==> config.mk <==
export PLATFORM = sky130hd
export DESIGN_NAME = div_unit
export DESIGN_NICKNAME = d
export VERILOG_FILES = /design/src/rtl/cpu_pkg.sv /design/src/rtl/div_unit.sv
export SDC_FILE = /design/constraint.sdc
export NUM_CORES = 1
export LEC_CHECK = 0
export ABC_CLOCK_PERIOD_IN_PS = 6000
export BUFFER_PORTS_ARGS = -buffer_cell sky130_fd_sc_hd__buf_2
export CAP_MARGIN = 10
export CORE_MARGIN = 5
export CORE_UTILIZATION = 45
export CTS_BUF_LIST = sky130_fd_sc_hd__clkbuf_4 sky130_fd_sc_hd__clkbuf_8
export CTS_CLUSTER_DIAMETER = 50
export DETAILED_ROUTE_END_ITERATION = 16
export HOLD_SLACK_MARGIN = 0.1
export PLACE_DENSITY = 0.7
export SETUP_SLACK_MARGIN = 0.2
export SYNTH_ARGS = -nofsm -noshare
export SYNTH_HDL_FRONTEND = slang
export SYNTH_SLANG_ARGS = --single-unit
==> constraint.sdc <==
create_clock -name clk_i -period 6 [get_ports clk_i]
set_input_delay 0.6 -clock clk_i [delete_from_list [all_inputs] [get_ports clk_i]]
set_output_delay 0.6 -clock clk_i [all_outputs]
set_load 0.05 [all_outputs]
==> src/rtl/cpu_pkg.sv <==
// Shared CPU definitions used by the EX-stage divider.
package cpu_pkg;

  typedef enum logic [1:0] {
    IDLE    = 2'd0,
    BY_ZERO = 2'd1,
    ON      = 2'd2,
    END     = 2'd3
  } div_state_t;

  localparam int DIV_CYCLES   = 32;
  localparam int DIV_RESULT_W = 64;

endpackage

==> src/rtl/div_unit.sv <==
// Iterative radix-2 restoring divider for DIV/DIVU; result is {remainder, quotient}
// so the upper half feeds HI and the lower half feeds LO.
module div_unit #(
  parameter int DIV_CYCLES = cpu_pkg::DIV_CYCLES
) (
  input  logic                              clk_i,
  input  logic                              rst_i,
  input  logic                              start_i,
  input  logic                              signed_div_i,
  input  logic [31:0]                       opdata1_i,
  input  logic [31:0]                       opdata2_i,
  input  logic                              annul_i,
  output logic [cpu_pkg::DIV_RESULT_W-1:0]  result_o,
  output logic                              ready_o,
  output logic                              busy_o
);
  import cpu_pkg::*;

  localparam int               CNT_W     = $clog2(DIV_CYCLES);
  localparam logic [CNT_W-1:0] LAST_ITER = CNT_W'(DIV_CYCLES - 1);

  div_state_t        state_reg, state_next;
  logic [CNT_W-1:0]  cnt_reg, cnt_next;
  logic [64:0]       work_reg, work_next;
  logic [31:0]       divisor_reg, divisor_next;
  logic              neg_quot_reg, neg_quot_next;
  logic              neg_rem_reg, neg_rem_next;
  logic [63:0]       result_reg, result_next;

  logic [33:0]       trial;
  logic [64:0]       work_step;
  logic [31:0]       quot_fixed, rem_fixed;
  logic [31:0]       abs_dividend, abs_divisor;

  always_comb begin
    state_next    = state_reg;
    cnt_next      = cnt_reg;
    work_next     = work_reg;
    divisor_next  = divisor_reg;
    neg_quot_next = neg_quot_reg;
    neg_rem_next  = neg_rem_reg;
    result_next   = result_reg;
    busy_o        = 1'b0;
    ready_o       = 1'b0;

    // Trial subtract on the shifted remainder; including bit 64 keeps the
    // compare exact for the full 34-bit shifted value.
    trial     = work_reg[64:31] - {2'b00, divisor_reg};
    work_step = trial[33] ? {work_reg[63:0], 1'b0}
                          : {trial[32:0], work_reg[30:0], 1'b1};
    quot_fixed = neg_quot_reg ? -work_step[31:0]  : work_step[31:0];
    rem_fixed  = neg_rem_reg  ? -work_step[63:32] : work_step[63:32];

    abs_dividend = (signed_div_i && opdata1_i[31]) ? -opdata1_i : opdata1_i;
    abs_divisor  = (signed_div_i && opdata2_i[31]) ? -opdata2_i : opdata2_i;

    unique case (state_reg)
      IDLE: begin
        if (start_i && !annul_i) begin
          busy_o        = 1'b1;
          state_next    = (opdata2_i == 32'd0) ? BY_ZERO : ON;
          cnt_next      = '0;
          work_next     = {33'd0, abs_dividend};
          divisor_next  = abs_divisor;
          neg_quot_next = signed_div_i && (opdata1_i[31] ^ opdata2_i[31]);
          neg_rem_next  = signed_div_i && opdata1_i[31];
        end
      end
      BY_ZERO: begin
        busy_o = 1'b1;
        if (annul_i) begin
          state_next = IDLE;
        end else begin
          result_next = '0;
          state_next  = END;
        end
      end
      ON: begin
        busy_o = 1'b1;
        if (annul_i) begin
          state_next = IDLE;
        end else begin
          work_next = work_step;
          cnt_next  = cnt_reg + CNT_W'(1);
          if (cnt_reg == LAST_ITER) begin
            result_next = {rem_fixed, quot_fixed};
            state_next  = END;
          end
        end
      end
      END: begin
        ready_o    = !annul_i;
        state_next = IDLE;
      end
      default: state_next = IDLE;
    endcase
  end

  always_ff @(posedge clk_i or posedge rst_i) begin
    if (rst_i) begin
      state_reg    <= IDLE;
      cnt_reg      <= '0;
      work_reg     <= '0;
      divisor_reg  <= '0;
      neg_quot_reg <= 1'b0;
      neg_rem_reg  <= 1'b0;
      result_reg   <= '0;
    end else begin
      state_reg    <= state_next;
      cnt_reg      <= cnt_next;
      work_reg     <= work_next;
      divisor_reg  <= divisor_next;
      neg_quot_reg <= neg_quot_next;
      neg_rem_reg  <= neg_rem_next;
      result_reg   <= result_next;
    end
  end

  assign result_o = result_reg;

endmodule

==> impl_results.md, run 1 <==
* Crit Path Max Fanout at 10
* Site Rows at 60
* Clk sinks at 170
* Largest net degree at the start of global routing at 105
* EDFF count, synth at 0
* Average cell area after synthesis at 8.127 sq um
* CP startpoint: work_reg[49]
* IO Count at 135
* Hold_ws at 331.7 ps
* Area delta synth->final at 10.27%
* Critical path destination: result_o[60]
* Global-route wire length before repair at 57010 um
* Critical path depth in cells at 18
* Final setup fails at 0
* CTS tree: built
* Crit path launch type: register
* Setup ws final at 677.4 ps
* Cell count after synthesis at 1497
* Synth cell types at 86
* Ys Warns at 0
* Total Routed Length at 35550 um
* Post-Layout Cell Count at 1930
* Worst Path Required at 6310 ps
* Sequential fraction of the synthesis area at 34.97%
* Worst VDD drop at 445.6 uV
* Initial antenna violation count at 9
* Synth top area share at 34.97%
* Crit-path max cell delay at 560 ps
* PwrDens at 592.7 nW/um^2
* Critical path capture point type: register
* DP Worst Slack at 778.6 ps
* Reg2reg end: result_o[60]
* Global placer's final weighted congestion at 0.9688
* Final Hold Vio Count at 0
* Net count reported at finish at 1688
* Asr flop ratio synth at 100.0%
* I/O Buffers at 134
* Minimum clock period at 5323 ps
* Worst path bufs/invs at 1
* Layout Skew at 18.09 ps
* Max-slew violation count at 0
* CTS Buf Count at 17
* CTS Hold Bufs at 0
* DRC at 0
* Pwr Total at 7.952 mW
* Delay-heaviest family, CP: simple AND/OR/NAND/NOR gates
* CTS H-tree lvls at 4
* Final instance area at 13420 sq um
* Hold WC Path Type: input pin to async pin
* Max capacitance violation total at 0
* Fin crit share at 88.71%
* Vias in the first global route at 10317
* Layout cells sized above 1 at 13.99%
* Root buffer cell: clkbuf_8
* Final setup TNS at 0 ps
* Layout Utilization at 50.06%
* Die ar. at 30420 sq um
* Top post-synthesis cells by area: dfrtp_1, nand2_1, o21ai_0
* Detailed Place HPWL at 26660 um
* Final ANT Viol Nets at 0
* Horiz. Die Dim at 174.4 um
* 1st-iter DRT viols at 989
* Flop2flop setup slack at 680 ps
* Cell taking the most area after synthesis: dfrtp_1
* Max Freq at 187.9 MHz
* GRT Total Usage at 23.07%
* Reg2reg start: work_reg[49]
* CTS resizes at 0
* Max reg flops at 65
* Gr ovfl total at 0
* Drt wl/cell at 18.42 um
* Setup Fix Bufs, Post-CTS at 0
* Core outline area at 26800 sq um
* R2R cell count at 18
* Main synth FF type: dfrtp_1
* First drt pass iteration count at 5
* Skew-Pair Late Insertion Delay at 460 ps
* Net Count, Synth at 1611
* Die height at 174.4 um
* Detail-routed via count per cell at 5.748
* Yosys reg bits at 170
* Dpl cell area at 13000 sq um
* CP dominant cell by count: o21ai_1
* Slowest stage cell, crit path: or4b_1
* Placed cell count at 1895
* P_leak at 5.970 nW
* Starting density of the core at 45.39%
* Via count at 11093
* Synth Cell Area at 12170 sq um
* Status: complete, no violations
* Reg clk slew, reported paths at 100 ps
* Longest Clk Path Bufs at 2
* Crit path kind: register to register
* RSZ-0062 raised after global routing: no
* Crit-path cells: ha_1 -> a21oi_1 -> o21ai_1 -> a211oi_1 -> o21ai_1 -> nor3_4 -> nor2_4 -> inv_2 -> mux2i_1 -> ha_1 -> nand2_1 -> or4_4 -> nor4_2 -> mux2i_1 -> or4b_1 -> o41ai_2 -> xnor2_1 -> o21ai_1
* Critical path arrival at 5630 ps
* Slew HR at 22.43%
* Slew @ Worst Pin at 1164 ps
-- layout by cell type, fill, tap and decap left out, types with 7 or more instances in the layout --
cell type	n
nand2_1	250
o21ai_0	187
dfrtp_1	170
buf_2	134
a21oi_1	104
nor2_1	83
xor2_1	82
xnor2_1	59
inv_1	52
ha_1	43
o31ai_1	33
o22ai_1	31
or3_1	28
mux2i_1	27
nor3_1	21
clkbuf_8	20
o21ai_1	19
or4_1	14
nand4_1	13
nand2b_1	13
nor4_1	13
nand3_1	12
and2_1	11
o41ai_1	10
buf_4	9
a211oi_1	7
o211ai_1	7
-- area by class of cell --
type | count | area [sq um]
sequential | 170 | 4254
timing repair buffer | 144 | 758.2
fill | 2563 | 13390
inverter | 54 | 207.7
multi-input combinational | 1187 | 7372
clock buffer | 20 | 275.3
clock inverter | 12 | 116.4
tap | 341 | 426.7
antenna | 2 | 5.005
-- where the power goes --
group / total, mW / internal (mW) / leakage [nW] / switching [mW]
combinational: 5.30 / 1.94 / 3.52 / 3.36
sequential: 1.82 / 1.44 / 2.25 / 0.381
clock: 0.834 / 0.367 / 0.201 / 0.467
total: 7.95 / 3.74 / 5.97 / 4.21
-- Yosys cell counts, types with 27 or more instances --
library cell	count
clkbuf_1	60
o22ai_1	31
inv_1	53
ha_1	44
dfrtp_1	170
mux2i_1	27
xnor2_1	59
o21ai_0	187
xor2_1	82
or3_1	28
nor2_1	85
a21oi_1	104
nand2_1	251
o31ai_1	33
-- layer usage --
metal	global-route usage [%]	wire length, um	part of all wire, %
met4	5.213	673	1.9
met1	35.09	17510	49
met2	33.26	14730	41
met3	5.285	2584	7.3
met5	0	56	0.16
-- how the worst min path moves through the flow --
stage,start,endpoint,slack [ps]
final,rst_i,result_o[21],330
after global routing,rst_i,result_o[11],420
after CTS,rst_i,result_o[21],380
after detailed placement,result_o[17],result_o[17],470
after global placement,result_o[18],result_o[18],460
after floorplan,divisor_reg[10],divisor_reg[10],450
-- cells by family after synthesis --
group	synth area share, %
simple gates	19.87
compound gates	22.95
flops	34.97
xor+xnor	10.15
buf+inv	4.690
fa+ha+maj	4.690
mux	2.684
(Power assumes the default switching activity.)
==> inputs of run 2 (changes only) <==
--- a/config.mk
+++ b/config.mk
@@ -9,12 +9,12 @@
 export BUFFER_PORTS_ARGS = -buffer_cell sky130_fd_sc_hd__buf_2
 export CAP_MARGIN = 10
 export CORE_MARGIN = 5
-export CORE_UTILIZATION = 45
+export CORE_UTILIZATION = 55
 export CTS_BUF_LIST = sky130_fd_sc_hd__clkbuf_4 sky130_fd_sc_hd__clkbuf_8
 export CTS_CLUSTER_DIAMETER = 50
 export DETAILED_ROUTE_END_ITERATION = 16
 export HOLD_SLACK_MARGIN = 0.1
-export PLACE_DENSITY = 0.7
+export PLACE_DENSITY = 0.82
 export SETUP_SLACK_MARGIN = 0.2
 export SYNTH_ARGS = -nofsm -noshare
 export SYNTH_HDL_FRONTEND = slang
==> run 2 against run 1 <==
Clock-buffer cell count down 2. Cell count decreased by 3.1%. Global-route usage up 4.2 points. Die area shrank 17%. Non-clock buffer count increased by 1. Clock skew is 0.70 ps lower. Critical path type unchanged.
==> impl_results.md, run 2 (synthesized netlist as in run 1, its figures left out) <==
* Reg clk slew, reported paths at 100 ps
* Via count at 11444
* RSZ-0062 raised after global routing: no
* Crit path kind: register to register
* Final setup fails at 0
* CTS resizes at 0
* Root buffer cell: clkbuf_8
* Slew HR at 27.28%
* Final instance area at 13370 sq um
* R2R cell count at 18
* Max reg flops at 65
* Dpl cell area at 12930 sq um
* CTS tree: built
* Max Freq at 182.5 MHz
* Worst path bufs/invs at 1
* Crit-path cells: ha_1 -> a21oi_1 -> o21ai_1 -> a211oi_1 -> o21ai_1 -> nor3_4 -> nor2_4 -> inv_2 -> mux2i_1 -> ha_1 -> nand2_1 -> or4_4 -> nor4_2 -> mux2i_1 -> or4b_1 -> o41ai_2 -> xnor2_1 -> o21ai_1
* DRC at 0
* Layout Skew at 17.39 ps
* Starting density of the core at 55.74%
* Status: complete, no violations
* Worst VDD drop at 379.8 uV
* Post-Layout Cell Count at 1871
* Crit Path Max Fanout at 15
* Gr ovfl total at 0
* Delay-heaviest family, CP: simple AND/OR/NAND/NOR gates
* Horiz. Die Dim at 158.7 um
* Layout cells sized above 1 at 14.04%
* Longest Clk Path Bufs at 2
* Vias in the first global route at 10671
* Detailed Place HPWL at 26350 um
* Commonest non-fill, non-tap cell in the layout: nand2_1
* Worst Path Required at 6330 ps
* CTS H-tree lvls at 4
* Commonest cells after routing, fill and taps aside: nand2_1, o21ai_0, dfrtp_1, buf_2, a21oi_1
* Final setup TNS at 0 ps
* Final Hold Vio Count at 0
* Global-route wire length before repair at 57430 um
* Slowest stage cell, crit path: or4b_1
* Reg2reg start: work_reg[49]
* GRT Total Usage at 27.27%
* Max-slew violation count at 0
* Critical path depth in cells at 18
* Final ANT Viol Nets at 0
* PwrDens at 598.7 nW/um^2
* Detail-routed via count per cell at 6.117
* Max capacitance violation total at 0
* I/O Buffers at 134
* First drt pass iteration count at 5
* Site Rows at 54
* P_leak at 5.982 nW
* Initial antenna violation count at 5
* Net count reported at finish at 1689
* Critical path arrival at 5800 ps
* Crit-path max cell delay at 580 ps
* Crit path launch type: register
* Total Routed Length at 34820 um
* Flop2flop setup slack at 520 ps
* Minimum clock period at 5478 ps
* CTS Buf Count at 17
* IO Count at 135
* Critical path capture point type: register
* Reg2reg end: result_o[60]
* Setup Fix Bufs, Post-CTS at 0
* 1st-iter DRT viols at 1172
* Placed cell count at 1835
* Die ar. at 25190 sq um
* CTS Hold Bufs at 0
* Clk sinks at 170
* Slew @ Worst Pin at 1091 ps
* Core outline area at 21820 sq um
* Largest net degree at the start of global routing at 74
* Global placer's final weighted congestion at 1.006
* Die height at 158.7 um
* Fin crit share at 91.31%
* Hold WC Path Type: input pin to async pin
* CP dominant cell by count: o21ai_1
* Drt wl/cell at 18.61 um
* Skew-Pair Late Insertion Delay at 480 ps
* Area delta synth->final at 9.894%
-- run 2: cell count changes in the layout (fill, tap and decap cells not counted), sizes merged --
cell    previous run  this run
clkbuf            20        18
diode              2         3
inv               56        61
buf              144       145
clkinv             8         5
-- run 2: how the worst max path moves through the flow --
stage	slack (ps)	endpoint	from
after floorplan	800	cnt_reg[0]	rst_i
after global placement	900	result_o[60]	work_reg[49]
after detailed placement	610	result_o[60]	work_reg[43]
after CTS	580	result_o[60]	work_reg[43]
after global routing	240	result_o[60]	work_reg[43]
final	520	result_o[60]	work_reg[49]
-- run 2: area by class of cell --
| cell class | instances | area, sq um |
|---|---|---|
| Fill cell | 1929 | 8454 |
| Multi-Input combinational cell | 1187 | 7372 |
| Sequential cell | 170 | 4254 |
| Timing Repair Buffer | 145 | 773.2 |
| Tap cell | 280 | 350.3 |
| Clock buffer | 18 | 247.7 |
| Inverter | 54 | 207.7 |
| Clock inverter | 14 | 156.4 |
| Antenna cell | 3 | 7.507 |
-- run 2: layer usage --
metal / share of wire, % / track usage (%) / vias up
met1: 46 / 40.97 / 5458
met4: 1.8 / 7.274 / 4
met2: 44 / 39.91 / 462
met5: 0.060 / 0 / -
li1: - / - / 5470
met3: 8.1 / 5.858 / 50
-- run 2: report_power, final --
part	internal, mW	switching [mW]	total (mW)
combinational	1.94	3.39	5.33
clock	0.359	0.498	0.857
sequential	1.44	0.380	1.81
total	3.74	4.27	8.00
-- run 2: stage by stage --
stage	hold slack (ps)	setup slack, ps	power, mW	utilization (%)
finish	121.8	521.7	8.004	61.26
global route	141.5	238.4	8.601	61.25
detailed placement	464.2	607.6	7.024	59.25
global placement	458.3	897.6	6.934	59.25
floorplan	449.8	796.6	5.710	-
CTS	134.5	580.1	7.889	61.10
==> inputs of run 3 (changes only) <==
--- a/config.mk
+++ b/config.mk
@@ -8,6 +8,7 @@
 export ABC_CLOCK_PERIOD_IN_PS = 6000
 export BUFFER_PORTS_ARGS = -buffer_cell sky130_fd_sc_hd__buf_2
 export CAP_MARGIN = 10
+export CORE_ASPECT_RATIO = 0.75
 export CORE_MARGIN = 5
 export CORE_UTILIZATION = 55
 export CTS_BUF_LIST = sky130_fd_sc_hd__clkbuf_4 sky130_fd_sc_hd__clkbuf_8
==> run 3 against run 2 <==
Die area up 0.12%. Clock-buffer cell count fell by 1. Clock power rose by 0.8%. Clock skew is 14 ps higher. First-iteration DRC count is 13% higher. Global-route usage up 0.51 points. Worst hold slack improved by 220 ps. Core utilization fell by 0.36 points. Cell area about the same. Combinational power increased by 2%. Critical endpoint unchanged. Largest cell class unchanged.
==> impl_results.md, run 3 (synthesized netlist as in run 1, its figures left out) <==
* Status: complete, no violations
* RSZ-0062 raised after global routing: no
* Clk sinks at 170
* GRT Total Usage at 27.78%
* Max reg flops at 65
* Slowest stage cell, crit path: or4b_1
* CTS tree: built
* Longest Clk Path Bufs at 2
* Skew-Pair Late Insertion Delay at 490 ps
* Commonest cells after routing, fill and taps aside: nand2_1, o21ai_0, dfrtp_1, buf_2, a21oi_1
* Crit Path Max Fanout at 10
* PwrDens at 609.3 nW/um^2
* Final setup fails at 0
* Commonest non-fill, non-tap cell in the layout: nand2_1
* Setup Fix Bufs, Post-CTS at 0
* Switching share of power at 54.73%
* 1st-iter DRT viols at 1323
* First drt pass iteration count at 5
* Final Hold Vio Count at 0
* Worst VDD drop at 306.7 uV
* Net count reported at finish at 1687
* Layout Utilization at 60.90%
* R2R cell count at 18
* Starting density of the core at 55.46%
* Area delta synth->final at 9.812%
* Gr ovfl total at 0
* Dpl cell area at 12930 sq um
* CTS Buf Count at 17
* P_leak at 5.969 nW
* Worst Path Required at 6350 ps
* Vias in the first global route at 10352
* CTS Hold Bufs at 0
* Max-slew violation count at 0
* Crit-path max cell delay at 550 ps
* IO Count at 135
* Core outline area at 21930 sq um
* CP dominant cell by count: o21ai_1
* Drt wl/cell at 18.85 um
* Critical path arrival at 5670 ps
* Hold_ws at 340.6 ps
* Fin crit share at 88.73%
* Final ANT Viol Nets at 0
* Die ar. at 25220 sq um
* Detailed Place HPWL at 27050 um
* Layout Skew at 31.24 ps
* Largest net degree at the start of global routing at 109
* Layout cells sized above 1 at 13.93%
* Critical path capture point type: register
* Reg clk slew, reported paths at 130 ps
* Post-Layout Cell Count at 1880
* Via count at 11367
* Max Freq at 187.8 MHz
* Slew HR at 28.21%
* DRC at 0
* Detail-routed via count per cell at 6.046
* Crit-path cells: ha_1 -> a21oi_1 -> o21ai_1 -> a211oi_1 -> o21ai_1 -> nor3_4 -> nor2_4 -> inv_2 -> mux2i_1 -> ha_1 -> nand2_1 -> or4_4 -> nor4_2 -> mux2i_1 -> or4b_1 -> o41ai_2 -> xnor2_1 -> o21ai_1
* Hold WC Path Type: input pin to async pin
* Site Rows at 47
* Fill count at 1929
* Global-route wire length before repair at 56540 um
* CTS H-tree lvls at 4
* CTS resizes at 0
* Total Routed Length at 35440 um
* Clk pwr share at 10.6%
* Reg power frac at 22.7%
* Placed cell count at 1848
* Minimum clock period at 5324 ps
* Comb power frac at 66.7%
* Max capacitance violation total at 0
* Global placer's final weighted congestion at 0.9718
* Inserted Diodes at 0
* Die height at 138.8 um
* Crit path launch type: register
* Final setup TNS at 0 ps
* Crit path kind: register to register
* Internal power at 3.684 mW
* Initial antenna violation count at 0
* Slew @ Worst Pin at 1077 ps
* I/O Buffers at 134
* Root buffer cell: clkbuf_8
* Net switching power at 4.455 mW
* Horiz. Die Dim at 181.7 um
* Final instance area at 13360 sq um
-- run 3: through the flow --
stage	setup WS (ps)	power, mW
3_3_place_gp	1070	7.011
6_report	676.5	8.139
3_5_place_dp	838.1	7.064
5_1_grt	399.5	8.727
2_1_floorplan	796.6	5.710
4_1_cts	787.8	7.962
-- run 3: final timing paths --
path / startpoint / to / slack [ps]
hold / removal: rst_i / result_o[44] / 340
setup / recovery: work_reg[49] / result_o[60] / 680
max in group asynchronous: rst_i / divisor_reg[26] / 4250
min in group clk_i: opdata2_i[31] / divisor_reg[31] / 420
hold reg to reg: result_o[38] / result_o[38] / 480
setup reg to reg: work_reg[49] / result_o[60] / 680
-- run 3: layout make-up --
type | instances | area [sq um] | area share, %
inverter | 54 | 207.7 | 1.555
timing repair buffer | 143 | 738.2 | 5.526
clock buffer | 17 | 234.0 | 1.751
clock inverter | 15 | 190.2 | 1.424
sequential | 170 | 4254 | 31.84
tap | 294 | 367.9 | 2.754
multi-input combinational | 1187 | 7367 | 55.15
-- run 3: critical path, delay by kind of cell, from the launching register on --
kind / cells / cell delay [ps]
adders and majority gates: 2 / 800
buffers and inverters: 1 / 140
AOI/OAI and AO/OA: 6 / 1300
muxes: 2 / 460
xor gates and xnor gates: 1 / 160
DFF: 1 / 460
and+or+nand+nor: 6 / 1860
-- run 3: power groups by stage --
stage / clock (mW) / combinational (mW) / sequential, mW
6_report: 0.864 / 5.43 / 1.85
3_5_place_dp: 0 / 5.22 / 1.84
2_1_floorplan: 0 / 4.03 / 1.68
3_3_place_gp: 0 / 5.20 / 1.81
4_1_cts: 0.880 / 5.26 / 1.82
5_1_grt: 0.932 / 5.92 / 1.88
-- run 3: layer usage --
layer,up-vias,global-route usage (%),share of wire (%)
met5,-,0,0
met4,0,5.448,1.3
met3,38,10.96,13
met2,550,35.34,38
met1,5309,44.02,48
li1,5470,-,-
